**src/rtl/rpn_stack_controller.sv**
```systemverilog
// RPN calculator stack controller driving an external ALU.
// Define RPN_STACK_DUP_EN to enable the DUP command (cmd 11).
module rpn_stack_controller #(
  parameter int WIDTH = 16,
  parameter int DEPTH = 4
) (
  input  logic             clk,
  input  logic             reset,
  input  logic             enter,
  input  logic [1:0]       cmd,
  input  logic [WIDTH-1:0] data_in,
  input  logic [1:0]       op_sel,
  output logic [WIDTH-1:0] alu_a,
  output logic [WIDTH-1:0] alu_b,
  output logic [1:0]       alu_op,
  output logic             alu_valid,
  input  logic [WIDTH-1:0] alu_result,
  input  logic [3:0]       alu_flags,
  output logic [WIDTH-1:0] top,
  output logic [3:0]       depth,
  output logic [3:0]       flags,
  output logic             busy,
  output logic             error
);

  localparam int AW = (DEPTH > 4) ? 3 : (DEPTH > 2) ? 2 : 1;
  localparam logic [3:0] LP_FULL = 4'(DEPTH);

  localparam logic [1:0] CMD_PUSH = 2'b00;
  localparam logic [1:0] CMD_OP   = 2'b01;
  localparam logic [1:0] CMD_DROP = 2'b10;
  localparam logic [1:0] CMD_DUP  = 2'b11;

  typedef enum logic {
    IDLE = 1'b0,
    EXEC = 1'b1
  } state_t;

  state_t           r_state;
  state_t           w_nextState;
  logic [WIDTH-1:0] r_stack [DEPTH];
  logic [3:0]       r_depth;
  logic [1:0]       r_aluOp;
  logic [3:0]       r_flags;
  logic             r_error;

  logic [AW-1:0]    w_topIdx;
  logic [AW-1:0]    w_nosIdx;
  logic [AW-1:0]    w_pushIdx;
  logic             w_hasTop;
  logic             w_hasTwo;
  logic             w_isFull;

  logic             w_doPush;
  logic [WIDTH-1:0] w_pushData;
  logic             w_doDrop;
  logic             w_startOp;
  logic             w_cmdLegal;
  logic             w_cmdIllegal;

  // Indices wrap modulo 2**AW, which is exact because depth never exceeds DEPTH.
  assign w_topIdx  = r_depth[AW-1:0] - AW'(1);
  assign w_nosIdx  = r_depth[AW-1:0] - AW'(2);
  assign w_pushIdx = r_depth[AW-1:0];
  assign w_hasTop  = (r_depth != 4'd0);
  assign w_hasTwo  = (r_depth >= 4'd2);
  assign w_isFull  = (r_depth >= LP_FULL);

  always_comb begin
    w_nextState  = r_state;
    w_doPush     = 1'b0;
    w_pushData   = data_in;
    w_doDrop     = 1'b0;
    w_startOp    = 1'b0;
    w_cmdLegal   = 1'b0;
    w_cmdIllegal = 1'b0;
    case (r_state)
      IDLE: begin
        if (enter) begin
          case (cmd)
            CMD_PUSH: begin
              if (!w_isFull) begin
                w_doPush   = 1'b1;
                w_cmdLegal = 1'b1;
              end else begin
                w_cmdIllegal = 1'b1;
              end
            end
            CMD_OP: begin
              if (w_hasTwo) begin
                w_startOp   = 1'b1;
                w_cmdLegal  = 1'b1;
                w_nextState = EXEC;
              end else begin
                w_cmdIllegal = 1'b1;
              end
            end
            CMD_DROP: begin
              if (w_hasTop) begin
                w_doDrop   = 1'b1;
                w_cmdLegal = 1'b1;
              end else begin
                w_cmdIllegal = 1'b1;
              end
            end
            CMD_DUP: begin
`ifdef RPN_STACK_DUP_EN
              if (w_hasTop && !w_isFull) begin
                w_doPush   = 1'b1;
                w_pushData = r_stack[w_topIdx];
                w_cmdLegal = 1'b1;
              end else begin
                w_cmdIllegal = 1'b1;
              end
`else
              w_cmdIllegal = 1'b1;
`endif
            end
            default: w_cmdIllegal = 1'b1;
          endcase
        end
      end
      EXEC:    w_nextState = IDLE;
      default: w_nextState = IDLE;
    endcase
  end

  // Reset during EXEC wins, so an in-flight result is discarded.
  always_ff @(posedge clk) begin
    if (reset) begin
      r_state <= IDLE;
      r_depth <= 4'd0;
      r_aluOp <= 2'b00;
      r_flags <= 4'd0;
      r_error <= 1'b0;
      for (int i = 0; i < DEPTH; i++) begin
        r_stack[i] <= '0;
      end
    end else begin
      r_state <= w_nextState;
      if (w_doPush) begin
        r_stack[w_pushIdx] <= w_pushData;
        r_depth            <= r_depth + 4'd1;
      end
      if (w_doDrop) begin
        r_depth <= r_depth - 4'd1;
      end
      if (w_startOp) begin
        r_aluOp <= op_sel;
      end
      if (r_state == EXEC) begin
        r_stack[w_nosIdx] <= alu_result;
        r_flags           <= alu_flags;
        r_depth           <= r_depth - 4'd1;
      end
      if (w_cmdIllegal) begin
        r_error <= 1'b1;
      end else if (w_cmdLegal) begin
        r_error <= 1'b0;
      end
    end
  end

  assign alu_a     = w_hasTwo ? r_stack[w_nosIdx] : '0;
  assign alu_b     = w_hasTwo ? r_stack[w_topIdx] : '0;
  assign alu_op    = r_aluOp;
  assign alu_valid = (r_state == EXEC);
  assign top       = w_hasTop ? r_stack[w_topIdx] : '0;
  assign depth     = r_depth;
  assign flags     = r_flags;
  assign busy      = (r_state != IDLE);
  assign error     = r_error;

endmodule

```
**config.mk**
```make
export PLATFORM = sky130hd
export DESIGN_NAME = rpn_stack_controller
export DESIGN_NICKNAME = d
export VERILOG_FILES = /design/src/rtl/rpn_stack_controller.sv
export SDC_FILE = /design/constraint.sdc
export NUM_CORES = 1
export LEC_CHECK = 0
export ABC_CLOCK_PERIOD_IN_PS = 2350
export BUFFER_PORTS_ARGS = -buffer_cell sky130_fd_sc_hd__clkbuf_2
export CAP_MARGIN = 20
export CORE_UTILIZATION = 49
export DETAILED_ROUTE_END_ITERATION = 8
export PLACE_DENSITY = 0.73
export SLEW_MARGIN = 20
export SYNTH_ARGS = -nofsm -noshare
export SYNTH_HDL_FRONTEND = slang
export SYNTH_SLANG_ARGS = --single-unit
```
**constraint.sdc**
```tcl
create_clock -name clk -period 2.35 [get_ports clk]
set_input_delay 0.235 -clock clk [delete_from_list [all_inputs] [get_ports clk]]
set_output_delay 0.235 -clock clk [all_outputs]
set_load 0.02 [all_outputs]
```
# Yosys cells after proc, flatten, opt, wreduce, memory -nomap -nowiden
# Memories as Yosys holds them, arrays and structs flattened.
# Cells that the tools add are included.
[totals] reg_bits=12 output_inout_bits=61 word_cells=66 ram_bits=64 input_bits=43 mem_count=1
[classes] n_eq_ne=3 magnitude_cmp=2 n_bitwise=1 n_mux=44 reduce_logical=6 add_sub_neg=4
[mem_list] name="r_stack" depth=4 word_bits=16 read_ports=2 rd_clocked_by_memory_dff=0 wr=4 line="41" text="logic [WIDTH-1:0] r_stack [DEPTH];"
[op_table] operator="16-bit two-way mux" count=5
[op_table] operator="16-bit OR reduction" count=2
[op_table] operator="1-bit two-way mux" count=31
[op_table] operator="4-bit two-way mux" count=3
[op_table] operator="4-bit by 1-bit adder with 4-bit output (second input constant)" count=1
[op_table] operator="2-bit == test (second input constant)" count=2
[op_table] operator="4-bit by 2-bit greater-or-equal comparator with 1-bit output (second input constant)" count=1
[op_table] operator="4-bit by 3-bit greater-or-equal comparator with 1-bit output (second input constant)" count=1
[op_table] operator="2-bit two-way mux" count=2
[op_table] operator="1-bit case mux with 4 select lines" count=1
[op_table] operator="4-bit nonzero test" count=1
[op_table] operator="4-bit by 1-bit subtractor with 4-bit output (second input constant)" count=1
[op_table] operator="1-bit case mux with 3 select lines" count=1
[op_table] operator="3-bit nonzero test" count=1
[op_table] operator="2-bit by 1-bit == test with 1-bit output (second input constant)" count=1
[op_table] operator="2-bit logical NOT" count=1
[op_table] operator="1-bit case mux with 2 select lines" count=1
[op_table] operator="2-bit nonzero test" count=1
[op_table] operator="2-bit by 1-bit subtractor with 2-bit output (second input constant)" count=1
[op_table] operator="2-bit subtractor (second input constant)" count=1
[op_table] operator="1-bit NOT" count=1

# Longest topological paths before layout
[logic_depth] ltp_word=11 mapped_depth=8 mapped_depth_nobuf=6

# Worst setup path after synthesis
# OpenSTA, ideal clock, no wires.
[synth_timing] kind="flip-flop to output port" startpoint="reg r_depth[0], in the netlist depth[0]" endpoint="out alu_b[10]" n_path_buf=3 required_time_ns=2.115 slack_ns=-0.171 stages_incl_launch_ff=8 t_arrival_ns=2.286 cell_sequence="dfxtp_1 -> buf_2 -> inv_1 -> ha_1 -> buf_2 -> buf_1 -> mux4_2 -> nor2b_1"
[synth_between] elab_chain_cells=3 elab_cells_between_ends=4 cone_classes="add/sub: 1; order compare: 1; mux: 1; memory: 1"
[synth_rtl] item="start, declared" line="42" text="logic [3:0] r_depth;"
[synth_rtl] item="start signal, assigned" line="143" text="r_depth <= r_depth + 4'd1;"
[synth_rtl] item="start signal, assigned" line="146" text="r_depth <= r_depth - 4'd1;"
[synth_rtl] item="start signal, assigned" line="154" text="r_depth <= r_depth - 4'd1;"
[synth_rtl] item="2-bit by 1-bit subtractor with 2-bit output" line="62" text="assign w_topIdx = r_depth[AW-1:0] - AW'(1);"
[synth_rtl] item="memory read 4 x 16 bit"
[synth_rtl] item="16-bit two-way mux (*)" line="165" text="assign alu_b = w_hasTwo ? r_stack[w_topIdx] : '0;"
[synth_rtl] item="end, declared" line="14" text="output logic [WIDTH-1:0] alu_b,"
# Mark *: on every way between the ends. The rest lies on a longest branch, timed or not.

# Final worst setup path
[layout_timing] startpoint="reg r_depth[0], in the netlist depth[0]" endpoint="out top[15]"
[layout_between] elab_chain_cells=3 elab_cells_between_ends=4 cone_classes="add/sub: 1; mux: 1; reduce/logical: 1; memory: 1"
[layout_rtl] item="2-bit by 1-bit subtractor with 2-bit output" line="62"
[layout_rtl] item="memory read 4 x 16 bit"
[layout_rtl] item="16-bit two-way mux (*)" line="168" text="assign top = w_hasTop ? r_stack[w_topIdx] : '0;"
[layout_rtl] item="end, declared" line="19" text="output logic [WIDTH-1:0] top,"
# Marks and branches as above.

==> qor.txt <==
Status: finished clean
Ports: 104
Worst skew pair latency: 0.35 ns
Mux cell area share after synthesis: 18.2%
Peak VDD IR: 0.400 mV
Worst Path Required: 2.12 ns
Clock power share: 37.9%
Total power: 0.00371 W
Worst R2R Setup Slack: 0.34 ns
Unique cell type count in the Yosys netlist: 42
Antenna violations before repair: 0
Synth Area in XOR/XNOR: 0%
Placed cell areas: 5000 µm²
Clk_skew: 0.00738 ns
Net Sw Frac: 25.4%
GRT Total Usage: 23.0%
Critical Path Fanout Max: 19
Vias: 3117
# DRC: 0
Drt total wl: 9.75 mm
Synth Area in Simple Gates: 19.0%
Total grt overflow: 0
Most used DFF post-synth: edfxtp_1
Area fraction of the dominant cell type after synthesis: 44.8%
Sw Pwr: 0.000943 W
Synth area leaders: edfxtp_1, mux4_2, dfxtp_1
EDFF count, synth: 64
Mapped cell area: 4290 µm²
Post-route ant nets: 0
Post-CTS Setup Repair Bufs: 0
CTS tree: yes
Maxcap violations: 0
Crit path DAT: 2.02 ns
Pre-CTS setup slack: 0.344 ns
Clock root cell: clkbuf_8
Worst-Margin Slew: 0.409 ns
Clk slew on worst S/H paths: 0.08 ns
DRT Pass-1 Iters: 5
Worst path cell trace: inv_1 -> ha_1 -> buf_6 -> mux4_2 -> and2_1 -> clkbuf_2
Ys Warns: 0
CTS Buffer Depth: 2
Crit end category: output pin
Fmax: 443 MHz
Adder-cell area share of the yosys netlist: 0.875%
Slew Viols, Final: 0
Synthesized net count: 387
Post-Synthesis Cells: 341
Pin count of the biggest net entering global routing: 33
Die area: 9130 µm²
H-tree Lvls: 3
Clock period minus worst slack: 2.26 ns
Setup Crit Path Kind: reg -> out
Design area: 5300 µm²
Share of layout cells above drive strength 1: 43.4%
Effective utilization at floorplan: 51.4%
Layout area overhead: 23.6%
Slowest stage cell on the critical path: dfxtp_2
Seq pwr share: 41.6%
Post-CTS sizing: 2
IO buf count: 103
First-pass GRT wire length: 15.1 mm
Final Hold Fails: 0
Final worst slack: 0.0913 ns
CTS Hold Bufs: 0
Row cnt: 33
Slew HR: 72.6%
HP Class: in -> reg
Filler instances: 672
WL per Instance: 17.5 µm
Comb pwr share: 20.5%
Area of the core: 8340 µm²
Die Y: 95.6 µm
Post-DP HPWL: 6.72 mm
Compound-cell area share of the yosys netlist: 6.33%
GP Congestion: 0.859
Delay of the slowest critical-path stage: 0.35 ns
Register area share after synthesis: 50.4%
Startpoint type of the worst setup path: register
# setup viols final: 0
Post-synth top area cell: edfxtp_1
Register bit total from synthesis: 76
Unrepaired setup endpoints after global routing: no
Post-synth ARST share: 0%
Synthesized area per cell: 12.6 µm²
Setup TNS: 0 ns
Vias in the first global route: 3016
Num CTS Buffers: 9
# diodes: 0
Largest family of logic cells by synthesized area: simple AND/OR/NAND/NOR gates
Detailed Route Iter0 Violations: 189
PD cells: 700 nW/µm²
P_leak: 2.13 nW
Period utilization: 96.1%
Final Net Count: 493
Die X: 95.6 µm
Final core occ: 63.6%
Vias per inst: 5.60
Clock Sinks: 76
Cell-internal power: 0.00277 W
## synth_stat cells (all sizes together) (2+ instances only)
| cell | count |
|---|---|
| ha | 3 |
| and2 | 18 |
| nand2 | 7 |
| or3 | 2 |
| inv | 18 |
| mux2i | 6 |
| a21o | 2 |
| buf | 20 |
| nand3 | 5 |
| clkbuf | 8 |
| a31oi | 2 |
| dfxtp | 12 |
| or2 | 16 |
| a21oi | 3 |
| a32oi | 16 |
| o21ai | 3 |
| edfxtp | 64 |
| nor4 | 2 |
| nor2 | 55 |
| nor2b | 34 |
| mux4 | 32 |
## power groups by stage
stage	combinational (W)	sequential, W	clock, W
finish	0.000761	0.00154	0.00141
global route	0.000819	0.00155	0.00147
CTS	0.000765	0.00154	0.00142
detailed placement	0.000760	0.00157	0
global placement	0.000746	0.00157	0
floorplan	0.000505	0.00157	0
## flip-flops by register name, indices dropped and copies added, names as in the netlist
register   flops
alu_op         2
error          1
depth          4
flags          4
alu_valid      1
r_stack       64
## worst paths after layout
check        startpoint  cells after the start             to
max            depth[0]                      6        top[15]
min           op_sel[0]                      3      alu_op[0]
max reg2reg    depth[2]                      6  r_stack[0][6]
min reg2reg   alu_op[0]                      2      alu_op[0]
## kinds of logic (layout without fill, tap and decap cells)
group,count (synthesis),count (layout)
adder cells (fa/ha/maj),3,3
flip-flops,76,76
buffers and inverters,47,158
multiplexers,38,38
AND/OR/NAND/NOR,145,145
AO/OA/AOI/OAI,32,32
## through the flow
stage / std cells / hold slack, ns
5_1_grt: 557 / 0.121
2_1_floorplan: 341 / 0.382
3_3_place_gp: 541 / 0.469
6_report: 557 / 0.115
4_1_cts: 557 / 0.102
3_5_place_dp: 541 / 0.487
## worst max-delay path, delay by kind of cell, from the launching register on
kind / cells / cell delay, ns
buf+inv: 3 / 0.47
mux: 1 / 0.35
simple gates: 1 / 0.18
fa+ha+maj: 1 / 0.31
flops: 1 / 0.35
## placed cells by master, fill, tap and decap left out, drive strengths merged
cell and n:
o2111ai 1, mux4 32, clkinv 1, a21o 2, and2 18, a31o 1
or2 16, nand2 7, inv 19, nand3 5, or3b 1, a31oi 2
mux2i 6, nor2b 34, a211o 1, or3 2, and4bb 1, o311ai 1
nor3 1, nand3b 1, a21oi 3, ha 3, o21ai 3, clkbuf 113
or4b 1, a41o 1, edfxtp 64, dfxtp 12, nor4 2, a311oi 1
and3b 1, buf 20, nor2 55, a32oi 16, bufinv 5
## layer usage
layer	GRT usage, %	up-vias	part of all wire (%)
li1	-	1467	-
met1	28.0	1509	39
met2	40.8	127	52
met3	4.39	14	7.1
met4	8.21	0	2.0
met5	0	-	0
## layout make-up
cell class                      count  area [µm²]  share of cell area (%)
Inverter                           19        71.3                    1.35
Sequential cell                    76        2160                    40.8
Clock inverter                      6         159                    3.00
Clock buffer                       10         128                    2.41
Tap cell                          105         131                    2.48
Multi-Input combinational cell    218        1940                    36.6
Timing Repair Buffer              123         711                    13.4
No activity file was read; power rests on OpenSTA's default activity.
